==> src/rtl/booth_pkg.sv <==
// Shared definitions for the sequential Booth multiplier/divider pair: FSM states,
// counter sizing and the two's-complement minimum value helper.
package booth_pkg;

    typedef enum logic [1:0] {
        IDLE = 2'd0,
        CALC = 2'd1,
        FIX  = 2'd2
    } state_t;

    // Width of the per-bit step counter; never narrower than one bit.
    function automatic int cnt_w(input int w);
        return (w > 1) ? $clog2(w) : 1;
    endfunction

    // Most negative two's-complement value of a w-bit word (w <= 64), zero-extended.
    function automatic logic [63:0] min_val(input int w);
        return 64'd1 << (w - 1);
    endfunction

endpackage

==> src/rtl/div_step.sv <==
// One restoring-division step: shift the next dividend bit into the partial
// remainder, trial-subtract the divisor magnitude, keep or restore.
module div_step #(
    parameter int WIDTH = 16
) (
    input  logic [WIDTH:0] i_rem,
    input  logic           i_dvd_msb,
    input  logic [WIDTH:0] i_dsr,
    output logic [WIDTH:0] o_rem,
    output logic           o_q_bit
);

    logic [WIDTH:0] w_shift;

    assign w_shift = {i_rem[WIDTH-1:0], i_dvd_msb};

    // A set top remainder bit means the shifted value already exceeds any divisor.
    assign o_q_bit = i_rem[WIDTH] | (w_shift >= i_dsr);
    assign o_rem   = o_q_bit ? (w_shift - i_dsr) : w_shift;

endmodule

==> src/rtl/booth_div.sv <==
// Sequential signed divider: restoring division on magnitudes, one quotient bit
// per clock, then a sign-fix cycle. Define BOOTH_DIV_ERR_EN to add the err output.
module booth_div
    import booth_pkg::*;
#(
    parameter int WIDTH = 16
) (
    input  logic             clk,
    input  logic             rst_n,
    input  logic [WIDTH-1:0] x,
    input  logic [WIDTH-1:0] y,
    input  logic             start,
    output logic [WIDTH-1:0] q,
    output logic [WIDTH-1:0] r,
    output logic             busy,
    output logic             done
`ifdef BOOTH_DIV_ERR_EN
    ,
    output logic             err
`endif
);

    localparam int               CW   = cnt_w(WIDTH);
    localparam logic [CW-1:0]    LAST = CW'(WIDTH - 1);
    localparam logic [WIDTH-1:0] MIN  = WIDTH'(min_val(WIDTH));

    state_t           r_state;
    logic [CW-1:0]    r_cnt;
    logic [WIDTH:0]   r_rem;
    logic [WIDTH-1:0] r_dvd;
    logic [WIDTH:0]   r_absy;
    logic             r_sign_q;
    logic             r_sign_r;
    logic             r_zero;
    logic             r_ovf;

    logic [WIDTH-1:0] w_absx;
    logic [WIDTH-1:0] w_absy;
    logic [WIDTH:0]   w_rem_nxt;
    logic             w_q_bit;
    logic [WIDTH-1:0] w_q_fix;
    logic [WIDTH-1:0] w_r_fix;

    // An unsigned WIDTH-bit magnitude holds |MIN| exactly; the remainder path is WIDTH+1 bits.
    assign w_absx = x[WIDTH-1] ? ({WIDTH{1'b0}} - x) : x;
    assign w_absy = y[WIDTH-1] ? ({WIDTH{1'b0}} - y) : y;

    assign w_q_fix = r_sign_q ? ({WIDTH{1'b0}} - r_dvd) : r_dvd;
    assign w_r_fix = r_sign_r ? ({WIDTH{1'b0}} - r_rem[WIDTH-1:0]) : r_rem[WIDTH-1:0];

    div_step #(
        .WIDTH(WIDTH)
    ) u_step (
        .i_rem    (r_rem),
        .i_dvd_msb(r_dvd[WIDTH-1]),
        .i_dsr    (r_absy),
        .o_rem    (w_rem_nxt),
        .o_q_bit  (w_q_bit)
    );

    always_ff @(posedge clk or negedge rst_n) begin
        if (!rst_n) begin
            r_state  <= IDLE;
            r_cnt    <= '0;
            r_rem    <= '0;
            r_dvd    <= '0;
            r_absy   <= '0;
            r_sign_q <= 1'b0;
            r_sign_r <= 1'b0;
            r_zero   <= 1'b0;
            r_ovf    <= 1'b0;
            q        <= '0;
            r        <= '0;
            busy     <= 1'b0;
            done     <= 1'b0;
`ifdef BOOTH_DIV_ERR_EN
            err      <= 1'b0;
`endif
        end else begin
            done <= 1'b0;
            case (r_state)
                IDLE: begin
                    if (start) begin
                        r_dvd    <= w_absx;
                        r_absy   <= {1'b0, w_absy};
                        r_sign_q <= x[WIDTH-1] ^ y[WIDTH-1];
                        r_sign_r <= x[WIDTH-1];
                        r_zero   <= (y == {WIDTH{1'b0}});
                        r_ovf    <= (x == MIN) && (y == {WIDTH{1'b1}});
                        r_rem    <= '0;
                        r_cnt    <= '0;
                        busy     <= 1'b1;
                        r_state  <= CALC;
`ifdef BOOTH_DIV_ERR_EN
                        err      <= 1'b0;
`endif
                    end
                end
                CALC: begin
                    // Quotient bits shift in behind the dividend bits as they are consumed.
                    r_rem <= w_rem_nxt;
                    r_dvd <= {r_dvd[WIDTH-2:0], w_q_bit};
                    r_cnt <= r_cnt + CW'(1);
                    if (r_cnt == LAST) begin
                        r_state <= FIX;
                    end
                end
                FIX: begin
                    if (r_ovf) begin
                        q <= MIN;
                        r <= '0;
                    end else if (r_zero) begin
                        // Dividing by zero leaves |x| in the remainder, so the sign fix returns x.
                        q <= {WIDTH{1'b1}};
                        r <= w_r_fix;
                    end else begin
                        q <= w_q_fix;
                        r <= w_r_fix;
                    end
`ifdef BOOTH_DIV_ERR_EN
                    err     <= r_zero | r_ovf;
`endif
                    busy    <= 1'b0;
                    done    <= 1'b1;
                    r_state <= IDLE;
                end
                default: begin
                    r_state <= IDLE;
                end
            endcase
        end
    end

endmodule

==> config.mk <==
export PLATFORM = sky130hd
export DESIGN_NAME = booth_div
export DESIGN_NICKNAME = d
export VERILOG_FILES = /design/src/rtl/booth_pkg.sv /design/src/rtl/div_step.sv /design/src/rtl/booth_div.sv
export SDC_FILE = /design/constraint.sdc
export NUM_CORES = 1
export LEC_CHECK = 0
export ABC_CLOCK_PERIOD_IN_PS = 3500
export BUFFER_PORTS_ARGS = -buffer_cell sky130_fd_sc_hd__buf_2
export CAP_MARGIN = 20
export CORE_MARGIN = 2
export CORE_UTILIZATION = 55
export CTS_CLUSTER_SIZE = 14
export DETAILED_ROUTE_END_ITERATION = 12
export PLACE_DENSITY = 0.87
export SLEW_MARGIN = 10
export SYNTH_ARGS = -nofsm -noshare
export SYNTH_HDL_FRONTEND = slang
export SYNTH_SLANG_ARGS = --single-unit
==> constraint.sdc <==
create_clock -name clk -period 3.5 [get_ports clk]
set_clock_uncertainty 0.1 [all_clocks]
set_input_delay 0.7 -clock clk [delete_from_list [all_inputs] [get_ports clk]]
set_output_delay 0.7 -clock clk [all_outputs]
set_load 0.1 [all_outputs]
== Word level (Yosys, flattened, before mapping) ==
Index checks and enable logic that the tools add are counted.
Storage, ports and cells
  flip-flop bits (word level): 93
  bits of input ports: 35
  logic and storage cells: 58
Operators by class
  $add $sub $neg: 6
  magnitude comparators: 1
  equality and inequality tests: 7
  muxes and demuxes: 20
  bitwise logic cells: 2
  reductions and logical operators: 9
Operator list (number)
  $mux 16: 8
  $sub 1x16->16 const A: 4
  $mux 17: 2
  $pmux 17 s2: 1
  $eq 16x16->1 const B: 2
  $pmux 16 s2: 1
  $ge 17x16->1: 1
  $sub 17x16->17: 1
  $logic_not 16->1: 1
  $pmux 4 s2: 1
  $reduce_and 2->1: 4
  $add 4x1->4 const B: 1
  $eq 4x4->1 const B: 1
  $mux 2: 2
  $mux 4: 1
  $ne 2x2->1 const B: 2
  $pmux 2 s2: 1
  $reduce_bool 2->1: 2
  $eq 2x1->1 const B: 1
  $eq 2x2->1 const B: 1
  $logic_not 2->1: 1
  $mux 1: 2
  $pmux 1 s2: 1
  $logic_and 1x1->1: 1
  2 further kinds: 2

== Logic depth before layout (Yosys ltp) ==
  word-level depth: 4
  depth in mapped cells: 11
  mapped depth without buffers: 11

== Modules after synthesis ==
Synthesis repeated with hierarchy kept, for this count alone.
Unflattened totals
  cell total of the unflattened synthesis: 689
  area total of the unflattened synthesis: 5988.2 um2
Modules (own cells, without submodules)
  booth_div: instances 1, cells an instance 529, area an instance 4819.6 um2, seq. area each 2327.2 um2
  div_step: instances 1, cells an instance 160, area an instance 1168.6 um2, seq. area each 0.0 um2

== Worst setup path before layout ==
Ideal clock, no wire load.
  path type: reg2reg
  from: reg r_dvd[15]
  to: reg r_rem[16]
  library setup time: 122 ps
  arrival time: 2241 ps
  path slack: 1038 ps
  stages on the path, launching flop included: 12
  buffers on the path: 0
  cell sequence: dfrtp_1 -> inv_1 -> ha_1 -> inv_1 -> fa_1 -> a21o_1 -> a221oi_2 -> nor3_1 -> a211o_1 -> a21oi_1 -> xnor2_1 -> o21ai_1
On the way
  longest elaborated chain between the ends: 4
  elaborated cells on any way between the ends: 5
Ends and longest elaborated chain
  start, declared: line booth_div.sv:30  | logic [WIDTH-1:0] r_dvd;
  start signal, assigned: line booth_div.sv:84  | r_dvd <= w_absx;
  start signal, assigned: line booth_div.sv:102  | r_dvd <= {r_dvd[WIDTH-2:0], w_q_bit};
  $ge 17x16->1: line div_step.sv:18  | assign o_q_bit = i_rem[WIDTH] | (w_shift >= i_dsr);
  $or 1x1->1: line div_step.sv:18
  $mux 17 *: line div_step.sv:19  | assign o_rem = o_q_bit ? (w_shift - i_dsr) : w_shift;
  $pmux 17 s2 *: line booth_div.sv:81  | case (r_state)
  end signal, assigned: line booth_div.sv:101  | r_rem <= w_rem_nxt;
  end, declared: line booth_div.sv:29  | logic [WIDTH:0] r_rem;
Mark *: on every way between the ends. The rest lies on a longest branch, timed or not.
A chain may end at the register's enable or synchronous reset.

== Worst setup path after layout ==
  from: reg r_rem[3]
  to: reg r_rem[5]
On the way
  longest elaborated chain between the ends: 4
  elaborated cells on any way between the ends: 5
Ends and longest elaborated chain (line)
  $ge 17x16->1: div_step.sv:18
  $or 1x1->1: div_step.sv:18
  $mux 17 *: div_step.sv:19
  $pmux 17 s2 *: booth_div.sv:81
Marked as above.

==> Flow_metrics.wiki <==
{| class="wikitable"
! Metric !! Value
|-
| Core area || 10300 um^2
|-
| Number of buffers added to fix hold violations after cts || 0
|-
| Average instance area after synthesis || 8.91 um^2
|-
| Endpoint type of the worst setup path || register
|-
| Worst reg-to-reg setup slack || 590 ps
|-
| Max-slew violation count || 0
|-
| Final critical-path required period || approximately 2900 ps
|-
| Transition time of the tightest slew-check pin || 778 ps
|-
| Sum Neg Setup Slack || 0 ps
|-
| Clock insertion delay at the later pin of the skew report || 370 ps
|-
| Count of nets left with antenna violations after detail routing || 0
|-
| CTS tree || yes
|-
| Required arrival time at the worst endpoint || 3640 ps
|-
| Final net count || 763
|-
| Arrival time worst endpoint || 3050 ps
|-
| Count of mapped cells out of synthesis || approximately 650
|-
| Fraction of the core area covered by cells at the end of the flow || 62.7%
|-
| Congestion Overflow GR || 0
|-
| Max-cap violations || 0
|-
| Largest fanout on the critical path || 11
|-
| Share of flip-flops with an asynchronous set or reset || 100%
|-
| Initial standard-cell utilization of the core || 56.2%
|-
| Gp weighted congestion || 1.03
|-
| Initial antenna violation count || 0
|-
| Crit Path Class || reg -> reg
|-
| Height of the chip || 106 um
|-
| Diode insertion count for antenna repair || 0
|-
| Via total after detailed routing || between 4000 and 5000
|-
| Clock root buffer master || sky130_fd_sc_hd__clkbuf_8
|-
| Synth warn || 0
|-
| # resized after CTS || 0
|-
| Area of the die || 11300 um^2
|-
| Pin count of the biggest net entering global routing || between 50 and 60
|-
| Max H-tree Level || 3
|-
| Fill cells || 899
|-
| Clock transition at the registers of the reported paths || 90 ps
|-
| Relative max-transition margin || ~48%
|-
| Distinct cells, synth || 57
|-
| Buffers added on ports || 68
|-
| Vias in the first global route || around 4600
|-
| HPWL after detailed placement || just over 10 mm
|-
| Setup repair after global routing missed its margin || no
|-
| Setup violations, final || 0
|-
| Sequential area share after synthesis || 40.3%
|-
| Area growth syn-to-layout || 11.5%
|-
| Number of cells on the worst reg-to-reg path || 9
|-
| Total number of clock tree sinks || 93
|-
| Total iterations of the first detailed-routing run || 5
|-
| Global-route wire length before repair || 22.1 mm
|-
| Synth Register Bits || 93
|-
| Layout cells sized above 1 || 14.5%
|-
| Post-CTS setup repair buffer count || 0
|-
| Path category of the worst min-delay check || in -> async
|-
| Synthesized area || around 5800 um^2
|-
| Most used DFF post-synth || sky130_fd_sc_hd__dfrtp_1
|-
| Reg-to-Reg End || r_rem[5]
|-
| Die width || 106 um
|-
| Routed wire length per instance || 15.6 um
|-
| Total routed wirelength || ~13 mm
|-
| Sort of element at the start of the critical path || register
|-
| Reg2reg start || r_rem[3]
|-
| Drt drc || 0
|-
| Site row count || 37
|-
| GRT Util Overall || 24.2%
|-
| Net count after synthesis || 706
|-
| Number of buffers added by the clock tree synthesis step || 9
|-
| I/O pin cnt || just under 70
|-
| Share of the clock period used by the worst path after layout || 83.2%
|-
| Number of hold violations in the final report || 0
|-
| Run status || finished clean
|-
| Vias per Instance || 5.84
|-
| Post-synth EDFFs || 0
|-
| Achievable Freq || 344 MHz
|-
| Max Buffers Root-to-Sink || 2
|-
| DRC marker count from the first detailed-route iteration || roughly 400
|}
==> flip-flops by register name, summed over array words and instances, names as in the netlist, 2 cells and up <==
signal	count
r	16
r_cnt	4
r_absy	16
r_rem	17
q	16
r_state	2
r_dvd	16
==> synth_stat cells, drive strengths merged, types with 2 or more instances <==
master / count / area share [%]
a21o: 6 / 0.78
o31ai: 33 / 4.4
nand4: 7 / 0.76
clkbuf: 28 / 1.8
o21ai: 76 / 6.6
dfrtp: 93 / 40
nand3: 22 / 1.9
or3: 7 / 0.84
and3: 4 / 0.43
nor2: 31 / 2.1
o41ai: 8 / 1.3
a22oi: 14 / 1.8
nor2b: 4 / 0.43
nor3b: 2 / 0.26
nand2b: 8 / 0.87
nor4: 2 / 0.22
xor2: 34 / 5.2
buf: 4 / 0.46
o21bai: 2 / 0.26
a211oi: 2 / 0.26
a31oi: 4 / 0.43
xnor2: 34 / 5.2
inv: 31 / 2.0
o211ai: 2 / 0.26
a211o: 3 / 0.46
ha: 22 / 4.8
a22o: 8 / 1.2
or4: 4 / 0.58
nor3: 8 / 0.69
nand2: 89 / 5.8
nand3b: 3 / 0.39
a21oi: 21 / 1.8
o21a: 3 / 0.39
mux2i: 14 / 2.4
==> routing by layer <==
metal,track usage (%),wire (um),vias up
li1,-,-,2424
met1,34.6,6170,2313
met2,37.3,5980,178
met3,3.99,792,28
met4,8.53,287,0
met5,0,0,-
==> per-stage QoR <==
| step | area [um^2] | hold WS [ps] | instances | setup WS [ps] |
|---|---|---|---|---|
| floorplan | 5780 | 304 | 648 | 1040 |
| global placement | 6220 | 351 | 829 | 754 |
| detailed placement | 6220 | 361 | 829 | 615 |
| CTS | 6430 | 201 | 845 | 597 |
| global route | 6440 | 229 | 846 | 424 |
| finish | 6440 | 193 | 846 | 589 |
==> area by class of cell <==
cell class	count	area, um^2	area share, %
multi-input combinational	492	3200	49.7
clock buffer	11	141	2.20
inverter	31	116	1.81
timing repair buffer	78	425	6.60
tap	136	170	2.64
sequential	93	2330	36.1
clock inverter	5	60.1	0.932
==> worst max-delay path, stage by stage, from the launching register on <==
cell and delay [ps]:
sky130_fd_sc_hd__dfrtp_1 470, sky130_fd_sc_hd__ha_1 410, sky130_fd_sc_hd__o211ai_1 130, sky130_fd_sc_hd__a21o_1 190, sky130_fd_sc_hd__a31o_2 270, sky130_fd_sc_hd__a31oi_1 170
sky130_fd_sc_hd__a211o_1 420, sky130_fd_sc_hd__buf_4 290, sky130_fd_sc_hd__mux2i_1 230, sky130_fd_sc_hd__o21ai_0 120
==> worst max path at each step <==
| stage | cells after the start | end | slack, ps | startpoint |
|---|---|---|---|---|
| 6_report | 9 | r_rem[5] | 590 | r_rem[3] |
| 3_3_place_gp | 11 | r_rem[14] | 750 | r_dvd[15] |
| 3_5_place_dp | 9 | r_rem[5] | 610 | r_rem[3] |
| 5_1_grt | 11 | r_rem[14] | 420 | r_dvd[15] |
| 2_1_floorplan | 11 | r_rem[16] | 1040 | r_dvd[15] |
| 4_1_cts | 9 | r_rem[5] | 600 | r_rem[3] |
==> cell families (layout without fill, tap and decap cells) <==
group                    after synthesis  count (layout)  synth area share [%]
buffers and inverters                 63             125                  4.29
multiplexers                          15              15                  2.62
adder cells (fa/ha/maj)               23              23                  5.11
AO/OA/AOI/OAI                        192             192                  21.6
AND/OR/NAND/NOR                      194             194                  15.7
XOR/XNOR                              68              68                  10.3
flip-flops                            93              93                  40.3
==> layout by cell type (no fill, tap or decap), types with 8 or more instances in the layout <==
cell type | synthesis | routed
sky130_fd_sc_hd__clkbuf_8 | 0 | 10
sky130_fd_sc_hd__nand3_1 | 22 | 22
sky130_fd_sc_hd__buf_2 | 0 | 67
sky130_fd_sc_hd__a22o_1 | 8 | 8
sky130_fd_sc_hd__o31ai_1 | 32 | 32
sky130_fd_sc_hd__xnor2_1 | 34 | 34
sky130_fd_sc_hd__xor2_1 | 34 | 34
sky130_fd_sc_hd__inv_1 | 31 | 31
sky130_fd_sc_hd__nor3_1 | 8 | 8
sky130_fd_sc_hd__nand2b_1 | 8 | 8
sky130_fd_sc_hd__a22oi_1 | 14 | 14
sky130_fd_sc_hd__a21oi_1 | 21 | 21
sky130_fd_sc_hd__buf_4 | 1 | 10
sky130_fd_sc_hd__mux2i_1 | 14 | 14
sky130_fd_sc_hd__o21ai_0 | 75 | 75
sky130_fd_sc_hd__dfrtp_1 | 93 | 93
sky130_fd_sc_hd__nor2_1 | 30 | 30
sky130_fd_sc_hd__nand2_1 | 89 | 89
sky130_fd_sc_hd__ha_1 | 22 | 22
Power is not shown: default switching activity piles up to over one toggle a cycle in this logic, so the estimate is an artifact.
